**config.mk**
```make
export PLATFORM = sky130hd
export DESIGN_NAME = pc_npc_unit
export DESIGN_NICKNAME = d
export VERILOG_FILES = /design/src/rtl/mips_pkg.sv /design/src/rtl/pc_npc_reg.sv /design/src/rtl/pc_npc_unit.sv
export SDC_FILE = /design/constraint.sdc
export NUM_CORES = 1
export LEC_CHECK = 0
export ABC_AREA = 1
export BUFFER_PORTS_ARGS = -buffer_cell sky130_fd_sc_hd__buf_2
export CAP_MARGIN = 10
export CORE_ASPECT_RATIO = 0.9
export CORE_MARGIN = 5
export CORE_UTILIZATION = 25
export DETAILED_ROUTE_END_ITERATION = 12
export SYNTH_ARGS = -nofsm -noshare
export SYNTH_HDL_FRONTEND = slang
export SYNTH_SLANG_ARGS = --single-unit
export TNS_END_PERCENT = 1
```
**constraint.sdc**
```tcl
create_clock -name Clk -period 1.8 [get_ports Clk]
set_clock_uncertainty 0.2 [all_clocks]
set_input_delay 0.09 -clock Clk [delete_from_list [all_inputs] [get_ports Clk]]
set_output_delay 0.09 -clock Clk [all_outputs]
set_load 0.01 [all_outputs]
```
**src/rtl/mips_pkg.sv**
```systemverilog
// Shared fetch front-end definitions: redirect state encoding and default
// address geometry for the PC/nPC pair.
package mips_pkg;

    typedef enum logic {
        ST_RUN  = 1'b0,
        ST_PEND = 1'b1
    } pc_state_e;

    localparam int AW_DEFAULT = 32;
    localparam int INC_WORD   = 4;

endpackage

```
**src/rtl/pc_npc_reg.sv**
```systemverilog
// AW-bit address register with synchronous reset value and load enable;
// used for PC, nPC, EPC, EnPC and the latched branch target.
module pc_npc_reg
    import mips_pkg::*;
#(
    parameter int            AW      = AW_DEFAULT,
    parameter logic [AW-1:0] RST_VAL = '0
) (
    input  logic          Clk,
    input  logic          Reset,
    input  logic          i_load,
    input  logic [AW-1:0] i_d,
    output logic [AW-1:0] o_q
);

    logic [AW-1:0] r_q;

    always_ff @(posedge Clk) begin
        if (Reset) begin
            r_q <= RST_VAL;
        end else if (i_load) begin
            r_q <= i_d;
        end
    end

    assign o_q = r_q;

endmodule

```
**src/rtl/pc_npc_unit.sv**
```systemverilog
// PC/nPC pair for the delayed-branch fetch front end: sequential advance,
// branch redirect with delay-slot annul, stall-time redirect hold, trap vectoring.
module pc_npc_unit
    import mips_pkg::*;
#(
    parameter int            AW       = AW_DEFAULT,
    parameter logic [AW-1:0] RESET_PC = '0,
    parameter int unsigned   INC      = INC_WORD,
    parameter logic [AW-1:0] TRAP_VEC = 'h80
) (
    input  logic          Clk,
    input  logic          Reset,
    input  logic          Advance,
    input  logic          BranchTaken,
    input  logic [AW-1:0] BranchTarget,
    input  logic          Annul,
    input  logic          Trap,
    output logic [AW-1:0] PC,
    output logic [AW-1:0] nPC,
    output logic          SlotValid,
    output logic          RedirectPending,
    output logic [AW-1:0] EPC,
    output logic [AW-1:0] EnPC
);

    localparam logic [AW-1:0] INC_V = AW'(INC);

    // Redirect state; RedirectPending is a direct view of it.
    pc_state_e     r_state;
    logic          r_slot_valid;
    logic          r_pend_annul;

    logic [AW-1:0] w_pc_q;
    logic [AW-1:0] w_npc_q;
    logic [AW-1:0] w_pend_tgt_q;
    logic [AW-1:0] w_pc_d;
    logic [AW-1:0] w_npc_d;
    logic          w_step;
    logic          w_latch_branch;

    // Trap wins over any step; a stalled taken branch in RUN is latched.
    assign w_step         = Advance & ~Trap;
    assign w_latch_branch = ~Trap & ~Advance & BranchTaken & (r_state == ST_RUN);

    always_comb begin
        w_pc_d  = w_npc_q;
        w_npc_d = w_npc_q + INC_V;
        if (Trap) begin
            w_pc_d  = TRAP_VEC;
            w_npc_d = TRAP_VEC + INC_V;
        end else if (r_state == ST_PEND) begin
            w_npc_d = w_pend_tgt_q;
        end else if (BranchTaken) begin
            w_npc_d = BranchTarget;
        end
    end

    pc_npc_reg #(.AW(AW), .RST_VAL(RESET_PC)) u_pc (
        .Clk(Clk), .Reset(Reset), .i_load(Trap | w_step), .i_d(w_pc_d), .o_q(w_pc_q)
    );

    pc_npc_reg #(.AW(AW), .RST_VAL(RESET_PC + INC_V)) u_npc (
        .Clk(Clk), .Reset(Reset), .i_load(Trap | w_step), .i_d(w_npc_d), .o_q(w_npc_q)
    );

    pc_npc_reg #(.AW(AW), .RST_VAL('0)) u_epc (
        .Clk(Clk), .Reset(Reset), .i_load(Trap), .i_d(w_pc_q), .o_q(EPC)
    );

    pc_npc_reg #(.AW(AW), .RST_VAL('0)) u_enpc (
        .Clk(Clk), .Reset(Reset), .i_load(Trap), .i_d(w_npc_q), .o_q(EnPC)
    );

    pc_npc_reg #(.AW(AW), .RST_VAL('0)) u_pend_tgt (
        .Clk(Clk), .Reset(Reset), .i_load(w_latch_branch), .i_d(BranchTarget), .o_q(w_pend_tgt_q)
    );

    always_ff @(posedge Clk) begin
        if (Reset) begin
            r_state      <= ST_RUN;
            r_slot_valid <= 1'b1;
            r_pend_annul <= 1'b0;
        end else if (Trap) begin
            r_state      <= ST_RUN;
            r_slot_valid <= 1'b1;
        end else begin
            case (r_state)
                ST_RUN: begin
                    if (Advance) begin
                        r_slot_valid <= BranchTaken ? ~Annul : 1'b1;
                    end else if (BranchTaken) begin
                        r_pend_annul <= Annul;
                        r_state      <= ST_PEND;
                    end
                end
                ST_PEND: begin
                    if (Advance) begin
                        r_slot_valid <= ~r_pend_annul;
                        r_state      <= ST_RUN;
                    end
                end
                default: r_state <= ST_RUN;
            endcase
        end
    end

    assign PC              = w_pc_q;
    assign nPC             = w_npc_q;
    assign SlotValid       = r_slot_valid;
    assign RedirectPending = (r_state == ST_PEND);

endmodule

```
Word level (Yosys, flattened, before mapping)
Index checks and enable logic that the tools add are counted.
{ "word_totals": {"romBits": 0, "ram_bits": 0, "memories": 0, "ff_bits": 163, "latchBits": 0, "output_inout_bits": 130} }
{ "op_classes": {"add_sub_neg": 1, "n_reduce_logical": 3, "multipliers": 0, "bitwise": 10, "muxes": 12, "magnitude_cmp": 0, "shift": 0, "div_mod_pow": 0, "eq_ne": 2} }
{ "ops": {"columns": ["op", "count"], "rows": [
  ["two-way mux 32 bit", 4],
  ["adder 32 x 3 -> 32 bit (second input constant)", 1],
  ["two-way mux 1 bit", 6],
  ["inverter 1 bit", 5],
  ["bitwise AND 1 bit", 4],
  ["inequality test 2 bit (second input constant)", 2],
  ["one-hot mux 1 bit (2 select lines)", 2],
  ["AND reduction 4 bit", 1],
  ["AND reduction 2 bit", 1],
  ["OR reduction 2 bit", 1],
  ["bitwise OR 1 bit", 1]
]} }

Logic depth before layout (Yosys ltp)
Gate-level depths: netlist of the first run.
{ "depth": {"word_depth": 4, "ltp_mapped": 10, "mapped_depth_nobuf": 10} }

Modules after synthesis
From an unflattened synthesis of the first run, not the netlist that was laid out.
{ "hier_totals": {"cells_unflattened": 1385, "area_unflattened_um2": 8503.2} }
{ "by_module_without_submodules": {"columns": ["module", "area_each_um2", "cells_each", "n_inst"], "rows": [
  ["pc_npc_reg at u_enpc ...", 1338.8, 203, 4],
  ["pc_npc_unit", 1811.7, 371, 1],
  ["pc_npc_reg at u_npc", 1336.3, 202, 1]
]} }

Worst setup path before layout of the first run
OpenSTA, ideal clock, no wires.
{ "synth_timing": {"kind": "reg2reg", "start": "register u_npc.r_q[3], in the netlist u_npc.o_q[3]", "end": "register u_npc.r_q[22], in the netlist u_npc.o_q[22]", "path_stages_with_launch": 11, "arrival_ps": 1403, "setup_slack_ps": 58, "t_required_ps": 1462, "setup_time_ps": 138, "synth_period_minus_slack_ps": 1742, "cell_sequence": "dfxtp_1 ha_1 nand2_1 nor2_4 nand2_2 nor2_8 nand3_1 nand2_1 nand3_1 nand2_1 a21oi_1"} }
{ "synth_between": {"elab_chain_cells": 4} }
{ "synth_rtl": {"columns": ["element", "line_no", "text"], "rows": [
  ["start, declared", "pc_npc_reg.sv:16", "logic [AW-1:0] r_q;"],
  ["start signal, assigned", "pc_npc_reg.sv:22", "r_q <= i_d;"],
  ["adder 32 x 3 -> 32 bit", "pc_npc_unit.sv:47", "w_npc_d = w_npc_q + INC_V;"],
  ["two-way mux 32 bit", "pc_npc_unit.sv:53", "end else if (BranchTaken) begin"],
  ["two-way mux 32 bit", "pc_npc_unit.sv:51", "end else if (r_state == ST_PEND) begin"],
  ["two-way mux 32 bit", "pc_npc_unit.sv:48", "if (Trap) begin"]
]} }
Every way passes these cells.
A chain may end at the register's enable or synchronous reset.

Final worst setup path of the first run
{ "layout_timing": {"start": "register u_npc.r_q[3], in the netlist u_npc.o_q[3]", "end": "register u_npc.r_q[20], in the netlist u_npc.o_q[20]"} }
Same word-level chain as after synthesis.

==> reports/metrics.yaml, run 1 <==
cells_and_area:
  n_fill_cell: 2946
  drive_gt1_share_pct: 24.8
  area.growth.synth_to_final_pct: 35.9
  stdcell_count: 1566
  finalNetCount: 1232
  multi_input_area_um2: 3280
  regArea_um2: 3270
floorplanning:
  ios: 168
  rows: 58
  die_w_um: 186
  fp.dieH_um: 169
  coreArea_um2: 27800
  initial_utilization_pct: 25.2
  dieArea_um2: 31400
synth:
  synth.most_common_cell: "nand2_1"
  yosys_warnings: 0
  synth_edf_count: 0
  synth_area_per_cell_um2: 7.09
  synth_ff_type: "dfxtp_1"
  synth_cell_types: 33
  synth_area_leaders: "dfxtp_1, nand2_1, nor2_1"
  synth_top_area_share_pct: 46.7
  ys_ff_latch: 163
  yosysSeqAreaShare_pct: 46.7
  syn-num-nets: 1025
  synth_top_cell_by_area: "dfxtp_1"
  syn_area_um2: 6990
  synthArstFlopShare_pct: 0
  ys_top_cells_by_count: "nand2_1, dfxtp_1, nor2_1"
  synthCells: 986
placement:
  post-dp-hpwl_um: 18100
  pre_cts_slack_ps: 51.9
  dp_cells: 1496
  place.port_buffers: 167
  gp_congestion: 0.908
pwr:
  power.clock.fraction_pct: 44.3
  combPwrFrac_pct: 11.1
  p_switching_uw: 2140
  p_int_uw: 6470
  power_density_nw_per_um2: 906
  peakVddDrop_uv: 455
  power_switching_share_pct: 24.9
  power_leakage_uw: 0.00404
  seqPwrFrac_pct: 44.7
global_routing:
  grt_use_total_pct: 15.5
  grt.overflow.total: 0
  grt_pass1_wl_um: 39800
  grt_max_degree: 92
  antenna_found_initial: 2
  grt_pass1_vias: 6889
routing:
  dr.pass1.iters: 5
  vias: 7254
  viasPerCell: 4.63
  drt-initial-drc-count: 516
  drt_wl_total_um: 24900
  wl_met2_um: 10700
  antenna_left: 0
  routedWlPerCell_um: 15.9
  dr.max_layer_used: "met4"
  drc_errors: 0
  wl_met1_um: 12200
  met3_length_um: 1490
timing:
  tightestPinTransition_ps: 543
  fin_setup_tns_ps: 0
  finalCritPeriodShare_pct: 96.6
  setup_violations: 0
  report.final.slew_viol_count: 0
  rsz0062_at_grt: "yes"
  relSlewSlack_pct: 63.8
  fmax_mhz: 575
  hold_viol: 0
  final.min_clock_period_ps: 1740
  setup_slack_ps: 61.8
critical_path:
  setup.worst_path.start_class: "register"
  critPathRequiredTime_ps: 1890
  worstSetupPathType: "register to register"
  cp-end-kind: "register"
  worstPathArrival_ps: 1830
  crit_path_max_fanout: 5
cts:
  clock_latency_ps: 420
  clkTransAtPathRegs_ps: 70
  cts_tree: "yes"
  ctsRootBufferMaster: "clkbuf_16"
  clk_path_buf_depth: 2
  cts-buffers-inserted: 17
  htreeDepth: 4
  cts.sinks: 163
status:
  status: "finished clean"
job:
  max_cap_viol_count: 0
min_path:
  hold_class: "input port to register"
flip-flops by register name, indices dropped and copies added, names as in the netlist:
register / cells
SlotValid: 1
u_epc.o_q: 32
u_npc.o_q: 32
r_pend_annul: 1
u_pend_tgt.o_q: 32
RedirectPending: 1
u_pc.o_q: 32
u_enpc.o_q: 32
per-layer routing:
metal  track usage, %  vias up
li1                 -     3667
met1             21.8     3353
met2             23.5      201
met3             4.14       33
met4             4.37        0
met5                0        -
final cells by class:
cell class,instances,area share (%)
diodes,2,0.0527
flip-flops and latches,163,34.5
clock buffers,20,4.70
repair buffers,249,17.3
clock inverters,10,1.67
inverters,66,2.63
well taps,360,4.74
multi-input cells,696,34.5
worst max-delay path: stages, from the launching register on:
cell	delay, ps
dfxtp_2	350
ha_4	150
nand2_2	70
nor2_4	190
nand3b_1	150
inv_2	150
nand2_1	70
nand2_1	70
nand3_1	70
nand2_1	60
a21oi_1	50
kinds of logic after synthesis:
kind of cell | count (synthesis) | synth area share, %
DFF | 163 | 46.7
adders and majority gates | 1 | 0.179
AOI/OAI and AO/OA | 244 | 18.5
xor gates and xnor gates | 1 | 0.125
and+or+nand+nor | 450 | 27.2
buffers and inverters | 127 | 7.35
metrics by stage:
stage	util, %	total power [uW]	instance area (um^2)	hold slack, ps
floorplan	-	4400	6990	24.9
CTS	33.9	8710	9420	1.78
finish	34.2	8620	9500	7.54
global placement	30.4	4800	8450	130
detailed placement	30.4	4810	8450	136
global route	34.2	8940	9500	43.3
final timing paths:
kind | slack (ps) | from | cells past startpoint | end
max reg2reg | 60 | u_npc.o_q[3] | 10 | u_npc.o_q[20]
max | 60 | u_npc.o_q[3] | 10 | u_npc.o_q[20]
min | 8 | Trap | 3 | u_enpc.o_q[12]
min reg2reg | 250 | u_pend_tgt.o_q[0] | 2 | u_pend_tgt.o_q[0]
power groups by stage:
stage | clock [uW] | combinational [uW] | sequential, uW
finish | 3810 | 956 | 3850
global route | 4020 | 1060 | 3860
CTS | 3900 | 958 | 3840
detailed placement | 0 | 886 | 3920
global placement | 0 | 878 | 3920
floorplan | 0 | 428 | 3970
timing repair:
item                       4_1_cts  5_1_grt
setup buffers                    0        2
hold endpoints to repair        75        0
gates resized for setup          0       25
hold buffers                    36        0
setup endpoints to repair        0       31
placed cells by master, fill, tap and decap left out, types with 7 or more instances in the layout:
| cell | count |
|---|---|
| nor2_2 | 11 |
| nand2_1 | 196 |
| buf_4 | 38 |
| o21ai_1 | 7 |
| o22ai_1 | 18 |
| buf_12 | 8 |
| nand4_1 | 11 |
| nor2_1 | 155 |
| a21oi_1 | 102 |
| dlygate4sd3_1 | 36 |
| nor2_4 | 8 |
| clkbuf_16 | 17 |
| nand3_1 | 49 |
| buf_2 | 167 |
| inv_2 | 8 |
| inv_1 | 57 |
| dfxtp_2 | 9 |
| dfxtp_1 | 154 |
| o21ai_0 | 102 |
No activity file was read; power rests on OpenSTA's default activity.
==> run 2, diff against run 1 <==
GPL_ROUTABILITY_DRIVEN = 1   (was unset)
clock period = 2.1 ns   (was 1.8 ns; I/O delays follow)
==> run 2 against run 1 <==
  * Via count decreased by 2.0%
  * Sequential share of layout area increased by 0.90 points
  * Critical path depth unchanged
  * Design area decreased by 2.9%
  * Wire length decreased by 2.4%
  * Register-to-register slack improved by 95 ps
  * Largest cell class is now flip-flops and latches
  * Critical endpoint is now u_npc.o_q[26]
  * Setup slack improved by 95 ps
  * Highest routed layer unchanged
==> reports/metrics.yaml, run 2 (same netlist as run 1, synthesis figures left out) <==
status:
  status: "finished clean"
floorplanning:
  ios: 168  # unchanged
  die_w_um: 186  # unchanged
  coreArea_um2: 27800  # unchanged
  initial_utilization_pct: 25.2  # unchanged
  rows: 58  # unchanged
  fp.dieH_um: 169  # unchanged
  dieArea_um2: 31400  # unchanged
critical_path:
  cp-end-kind: "register"
  setup.worst_path.start_class: "register"
  cp_slowest_stage_delay_ps: 470  # +120 ps
  r2r_start: "u_npc.o_q[2]"
  crit_slowest_cell: "dfxtp_1"
  cp_num_buf_inv: 0  # -1
  worstSetupPathType: "register to register"
  crit_top_cell: "nand2_1"
  worstPathArrival_ps: 2040  # +210 ps
  r2r_slack_ps: 160  # +100 ps
  cp_cell_sequence: "ha_1 -> nand2_1 -> nor2_4 -> nand2_2 -> nor2_8 -> nand3_1 -> nand2_1 -> nand3_1 -> nand2_1 -> a21oi_1"
  r2r-end: "u_npc.o_q[26]"
  crit_family: "simple AND/OR/NAND/NOR gates"
  reg2reg_depth: 10  # unchanged
  critPathRequiredTime_ps: 2190  # +300 ps
  crit_path_max_fanout: 8  # +3
timing:
  hold_viol: 0  # unchanged
  final.min_clock_period_ps: 1940  # +205 ps
  rsz0062_at_grt: "no"
  fin_setup_tns_ps: 0  # unchanged
  fmax_mhz: 515  # -11%
  setup_violations: 0  # unchanged
  tightestPinTransition_ps: 722  # +179 ps
  holdWs_ps: 26.8  # +19.2 ps
  report.final.slew_viol_count: 0  # unchanged
  relSlewSlack_pct: 51.9  # -12 points
  finalCritPeriodShare_pct: 92.5  # -4.1 points
cells_and_area:
  final_common_cell: "nand2_1"
  mostFrequentLayoutCells: "nand2_1, buf_2, dfxtp_1"
  antenna_cells: 0  # -2
  drive_gt1_share_pct: 22.3  # -2.6 points
  n_fill_cell: 3018  # +2.4%
  final_area_um2: 9230  # -2.9%
  finalNetCount: 1213  # -1.5%
  area.growth.synth_to_final_pct: 32.0
min_path:
  hp-start: "Reset"
  hold_class: "input port to register"
  worstHoldEndpoint: "u_pc.o_q[1]"
  min_path_cells: 3  # unchanged
cts:
  post-cts-setup-buffer-count: 0  # unchanged
  cts.sinks: 163  # unchanged
  htreeDepth: 4  # unchanged
  clkTransAtPathRegs_ps: 70  # about the same
  clk_path_buf_depth: 2  # unchanged
  clock_latency_ps: 420  # about the same
  cts-buffers-inserted: 17  # unchanged
  cts_tree: "yes"
  ctsRootBufferMaster: "clkbuf_16"
global_routing:
  grt_use_total_pct: 15.1  # -0.42 points
  grt_pass1_wl_um: 38700  # -2.8%
  grt_pass1_vias: 6622  # -3.9%
  grt.overflow.total: 0  # unchanged
  antenna_found_initial: 0  # -2
  grt_max_degree: 92  # unchanged
placement:
  placed_area_um2: 8240  # -2.5%
  gp_congestion: 0.876  # -3.5%
  post-dp-hpwl_um: 17600  # -2.3%
  place.port_buffers: 167  # unchanged
pwr:
  power_leakage_uw: 0.00388  # -3.8%
  power_density_nw_per_um2: 809  # -11%
  peakVddDrop_uv: 411  # -9.6%
  finalPower_uw: 7470  # -13%
routing:
  antenna_left: 0  # unchanged
  viasPerCell: 4.60  # -0.71%
  vias: 7106  # -2.0%
  drc_errors: 0  # unchanged
  drt-initial-drc-count: 589  # +14%
  routedWlPerCell_um: 15.7  # -1.1%
  drt_wl_total_um: 24300  # -2.4%
  dr.pass1.iters: 6  # +1
job:
  max_cap_viol_count: 0  # unchanged
## run 2: repair_timing
action                                 CTS  global route
resized for setup                        0             0
hold buffers                            35             0
endpoints found under the hold margin   77             0
## run 2: where the power goes
group / switching, uW / total [uW] / internal, uW
Sequential: 88.2 / 3310 / 3220
Clock: 1240 / 3400 / 2160
Combinational: 469 / 757 / 287
## run 2: area by class of cell
type                            instances  area (um^2)  area share, %
Inverter                               66          248           2.68
Timing Repair Buffer                  230         1410           15.3
Multi-Input combinational cell        696         3220           34.9
Clock inverter                          9          176           1.91
Tap cell                              360          450           4.88
Clock buffer                           21          460           4.99
Sequential cell                       163         3260           35.3
## run 2: routing by layer
metal / GRT usage, % / wire length, um / share of wire (%)
met5: 0 / 0 / 0
met4: 4.37 / 429 / 1.8
met3: 4.08 / 1490 / 6.1
met2: 22.2 / 10500 / 43
met1: 21.7 / 11900 / 49
## run 2: worst max-delay path by stage
stage | startpoint | to | depth (start not counted)
after global routing | u_npc.o_q[2] | u_npc.o_q[22] | 10
after floorplan | u_npc.o_q[3] | u_npc.o_q[22] | 10
after CTS | u_npc.o_q[2] | u_npc.o_q[24] | 10
after global placement | u_npc.o_q[2] | u_npc.o_q[26] | 10
final | u_npc.o_q[2] | u_npc.o_q[26] | 10
after detailed placement | u_npc.o_q[2] | u_npc.o_q[24] | 10
## run 2: metrics by stage
| step | worst slack [ps] | instances | util, % |
|---|---|---|---|
| after floorplan | 358 | 986 | - |
| after global placement | 263 | 1480 | 29.7 |
| after detailed placement | 188 | 1480 | 29.7 |
| after CTS | 180 | 1545 | 33.2 |
| after global routing | 35.2 | 1545 | 33.2 |
| final | 157 | 1545 | 33.2 |
## run 2: worst min-delay path, cell delays in order
cell and delay, ps:
buf_2 110, buf_4 240, a21oi_1 150
